### src/rtl/sevenseg_scanner.sv
// Multiplexed scan controller for common-anode seven-segment digits.
// Double-buffered display data commits only at frame boundaries; dead time between digits.
//
// state | meaning
// BLANK | all digits off for DEAD cycles before the next digit is lit
// SHOW  | digit idx lit (unless masked) for PRESCALE cycles
module sevenseg_scanner #(
    parameter int NUM_DIGITS = 4,
    parameter int PRESCALE   = 2500,
    parameter int DEAD       = 16
) (
    input  logic                      clk,
    input  logic                      reset,
    input  logic                      load,
    input  logic [4*NUM_DIGITS-1:0]   data_in,
    input  logic [NUM_DIGITS-1:0]     blank_mask,
    output logic [3:0]                value_out,
    output logic [NUM_DIGITS-1:0]     digit_en,
    output logic                      frame_done,
    output logic                      pending
);

    localparam int MAXC = (PRESCALE > DEAD) ? PRESCALE : DEAD;
    localparam int CW   = (MAXC > 1) ? $clog2(MAXC) : 1;
    localparam int IW   = $clog2(NUM_DIGITS);
    localparam int W    = 4 * NUM_DIGITS;
    localparam logic [IW-1:0]         LAST_IDX = IW'(NUM_DIGITS - 1);
    localparam logic [NUM_DIGITS-1:0] ONE_HOT0 = {{(NUM_DIGITS-1){1'b0}}, 1'b1};

    typedef enum logic {BLANK, SHOW} state_t;

    state_t          state, state_nxt;
    logic [IW-1:0]   idx, idx_nxt;
    logic [CW-1:0]   cnt, cnt_nxt;
    logic [W-1:0]    active, active_nxt;
    logic [W-1:0]    shadow;
    logic            boundary;

    always_comb begin
        state_nxt  = state;
        idx_nxt    = idx;
        cnt_nxt    = cnt + 1'b1;
        active_nxt = active;
        boundary   = 1'b0;
        case (state)
            BLANK: begin
                if (cnt == CW'(DEAD - 1)) begin
                    state_nxt = SHOW;
                    cnt_nxt   = '0;
                end
            end
            SHOW: begin
                if (cnt == CW'(PRESCALE - 1)) begin
                    state_nxt = BLANK;
                    cnt_nxt   = '0;
                    if (idx == LAST_IDX) begin
                        idx_nxt  = '0;
                        boundary = 1'b1;
                    end else begin
                        idx_nxt = idx + 1'b1;
                    end
                end
            end
            default: state_nxt = BLANK;
        endcase
        // Commit reads the shadow as it was before this edge, so a same-cycle load survives.
        if (boundary && pending)
            active_nxt = shadow;
    end

    // Outputs are computed from next-state values so they line up with the state they describe.
    always_ff @(posedge clk or posedge reset) begin
        if (reset) begin
            state      <= BLANK;
            idx        <= '0;
            cnt        <= '0;
            active     <= '1;
            shadow     <= '1;
            pending    <= 1'b0;
            value_out  <= 4'hF;
            digit_en   <= '1;
            frame_done <= 1'b0;
        end else begin
            state  <= state_nxt;
            idx    <= idx_nxt;
            cnt    <= cnt_nxt;
            active <= active_nxt;
            if (load) begin
                shadow  <= data_in;
                pending <= 1'b1;
            end else if (boundary) begin
                pending <= 1'b0;
            end
            value_out <= active_nxt[4*idx_nxt +: 4];
            if (state_nxt == SHOW && !blank_mask[idx_nxt])
                digit_en <= ~(ONE_HOT0 << idx_nxt);
            else
                digit_en <= '1;
            frame_done <= (state_nxt == SHOW) && (idx_nxt == LAST_IDX) &&
                          (cnt_nxt == CW'(PRESCALE - 1));
        end
    end

endmodule

### config.mk
export PLATFORM = sky130hd
export DESIGN_NAME = sevenseg_scanner
export DESIGN_NICKNAME = d
export VERILOG_FILES = /design/src/rtl/sevenseg_scanner.sv
export SDC_FILE = /design/constraint.sdc
export NUM_CORES = 1
export LEC_CHECK = 0
export BUFFER_PORTS_ARGS = -buffer_cell sky130_fd_sc_hd__buf_4
export CORE_MARGIN = 3
export CORE_UTILIZATION = 57
export DETAILED_ROUTE_END_ITERATION = 10
export PLACE_DENSITY = 0.89
export SETUP_SLACK_MARGIN = 0.1
export SYNTH_ARGS = -nofsm -noshare
export SYNTH_HDL_FRONTEND = slang
export SYNTH_SLANG_ARGS = --single-unit
### constraint.sdc
create_clock -name clk -period 2.9 [get_ports clk]
set_input_delay 0.435 -clock clk [delete_from_list [all_inputs] [get_ports clk]]
set_output_delay 0.435 -clock clk [all_outputs]
set_load 0.05 [all_outputs]
==> flow_summary.yaml <==
drt:
  wl_per_cell_um: 16.27
  vias_per_cell: 5.736
  final_antenna_net_count: 0
  routed-wl-met2_um: 2603
  highest_layer: "met4"
  drc_errors: 0
  wl_um: 5061
  drtIter0Drc: 94
  drt_pass1_iterations: 4
  route.vias.total: 1784
  wl_met3_um: 218
  wl_met1_um: 2104
setup_path:
  critPathRequiredTime_ns: 3.14
  end_kind: "register"
  start_kind: "register"
  crit_type: "reg -> reg"
  worstPathMaxFanout: 9
  arrival_ns: 2.67
sta:
  tns_ns: 0
  worst_pin_slew_ns: 0.7401
  min_period_ns: 2.423
  setup_viol: 0
  max_clock_freq_mhz: 412.7
  fin_skew_ns: 0.009400
  period_share_pct: 83.55
  rsz0062_at_grt: "false"
  hold_viol_final: 0
  fin_ws_ns: 0.4770
  slew_viol_final: 0
  relSlewSlack_pct: 50.59
yosys:
  post_synth_inst_count: 221
  ys_ff_latch: 57
  avgSynthCellArea_um2: 11.82
  syn-num-nets: 246
  synth-warning-count: 0
  ys_seq_area_share_pct: 56.54
  ys_types: 40
  syn_area_um2: 2611
die:
  start_util_pct: 62.15
  die_area_um2: 5429
  die-height_um: 73.69
  coreArea_um2: 4202
  io_pins: 33
  die_w_um: 73.69
  rows: 23
global_routing:
  grt_pass1_wl_um: 8769
  antenna_found_initial: 0
  grt_pass1_vias: 1864
  grt_max_degree: 38
  gr-total-overflow: 0
  grt.total_usage_pct: 21.97
clock_network:
  cts.clk_slew.worst_paths_ns: 0.06
  ctsResizeCount: 0
  clock_latency_ns: 0.33
  cts.sinks: 57
  cts_hold_buffers: 0
  h-tree-depth: 3
  cts-root-buf: "clkbuf_8"
  cts_tree: "yes"
  postCtsSetupRepairBufs: 0
  clk_path_buf_depth: 2
  cts_buffers: 9
final_layout:
  area_growth_pct: 16.87
  final_cells: 311
  n_antenna_cell: 0
  drive_above_1_share_pct: 43.68
  final_core_util_pct: 72.63
  finalInstanceArea_um2: 3052
  multi_input_area_um2: 1010
  nFillCells: 275
  register_area_um2: 1476
  most-common-layout-cells: "dfstp_2 (40), buf_4 (35), mux2_2 (20), nand2_1 (18)"
  layout.nets: 282
  layout_commonest_cell: "dfstp_2"
power:
  p_clk_share_pct: 41.9
  p_int_uw: 1249
  switching_share_pct: 21.44
  p_leak_uw: 0.001377
  comb_power_share_pct: 4.6
  pwr-share-seq_pct: 53.5
  p_switching_uw: 340.9
  irDropWorstVdd_uv: 400.6
  power_density_nw_per_um2: 521.0
placement:
  gp_congestion: 0.8266
  place_area_um2: 2872
  place.detailed.hpwl_um: 3589
  dp_slack_ns: 0.5656
  dpl.cell_count: 296
  io_buffers: 32
min_path:
  hp-class: "in -> async"
run:
  maxCapViolations: 0
outcome:
  status: "finished, final reports clean"
## per-layer routing
metal,vias up,GRT usage [%]
li1,854,-
met1,872,25.96
met2,44,36.12
met3,14,6.019
met4,0,11.87
met5,-,0
## cells in the mapped netlist
library cell	n	area, um^2
a2111oi_0	1	8.760
a211o_1	1	8.760
a211oi_1	7	52.55
a21o_1	2	15.01
a21o_2	1	8.760
a21oi_1	2	10.01
a22oi_1	1	7.510
a32oi_1	2	17.52
a41oi_1	2	17.52
and3_1	4	25.02
and4_1	3	26.28
and4bb_1	1	12.51
buf_2	3	15.01
buf_6	3	33.78
clkbuf_1	3	11.26
clkbuf_2	1	5.000
dfrtp_1	17	425.4
dfstp_2	40	1051
ha_1	2	25.02
inv_1	16	60.06
mux2_2	20	225.2
mux2i_1	9	90.09
nand2_1	18	67.56
nand3_1	8	40.04
nand4_1	1	6.260
nand4_2	1	12.51
nor2_1	17	63.81
nor2b_1	2	12.51
nor3_1	2	10.01
nor4_1	3	18.77
nor4_4	1	21.27
o21a_1	1	7.510
o21ai_0	5	25.02
o22a_1	3	26.28
o31ai_1	3	22.52
or3_1	2	12.51
or4_1	2	15.01
or4b_1	1	10.01
xnor2_1	8	70.07
xor2_1	2	17.52
## cell families (layout without fill, tap and decap cells)
logic type,after synthesis,in the layout,share of synthesized area [%]
multiplexers,29,29,12.08
buffers and inverters,26,66,4.791
XOR/XNOR,10,10,3.354
adder cells (fa/ha/maj),2,2,0.9582
flip-flops,57,57,56.54
AO/OA/AOI/OAI,31,31,8.721
AND/OR/NAND/NOR,66,66,13.56
## flip-flops by register name, summed over array words and instances, names as in the netlist
name and flops:
shadow 16, frame_done 1, active 16, digit_en 4
cnt 12, idx 2, value_out 4, pending 1
state 1
## cell type report
type	count	area share (%)
inverter	16	1.968
clock buffer	12	5.412
tap	50	2.050
clock inverter	3	0.4920
sequential	57	48.38
timing repair buffer	35	8.610
multi-input combinational	138	33.09
## power by group through the flow
stage	registers (uW)	logic, uW	clock network, uW
after detailed placement	863	74.6	0
after global routing	854	81.5	722
after CTS	851	74.7	673
after global placement	862	71.9	0
final	851	72.7	667
after floorplan	861	40.2	0
## critical path: stages (launching register included)
cell,delay [ns]
dfrtp_1,0.44
ha_1,0.33
and3_1,0.33
and4_1,0.40
a21o_1,0.36
or4b_1,0.47
## final timing paths
path / slack, ns / end / start / cells after the start
max: 0.48 / digit_en[1] / cnt[0] / 5
min: 0.25 / idx[1] / reset / 2
max reg2reg: 0.48 / digit_en[1] / cnt[0] / 5
min reg2reg: 0.45 / active[5] / shadow[5] / 2
max in group asynchronous: 1.85 / shadow[1] / reset / 3
min in group clk: 0.30 / digit_en[0] / blank_mask[0] / 2
## metrics by stage
step	hold slack (ns)	total power, uW
floorplan	0.4350	900.9
global placement	0.4430	933.9
detailed placement	0.4471	937.7
CTS	0.2675	1599
global route	0.2952	1658
finish	0.2496	1590
Note: power is estimated with default switching activity, not from simulation.
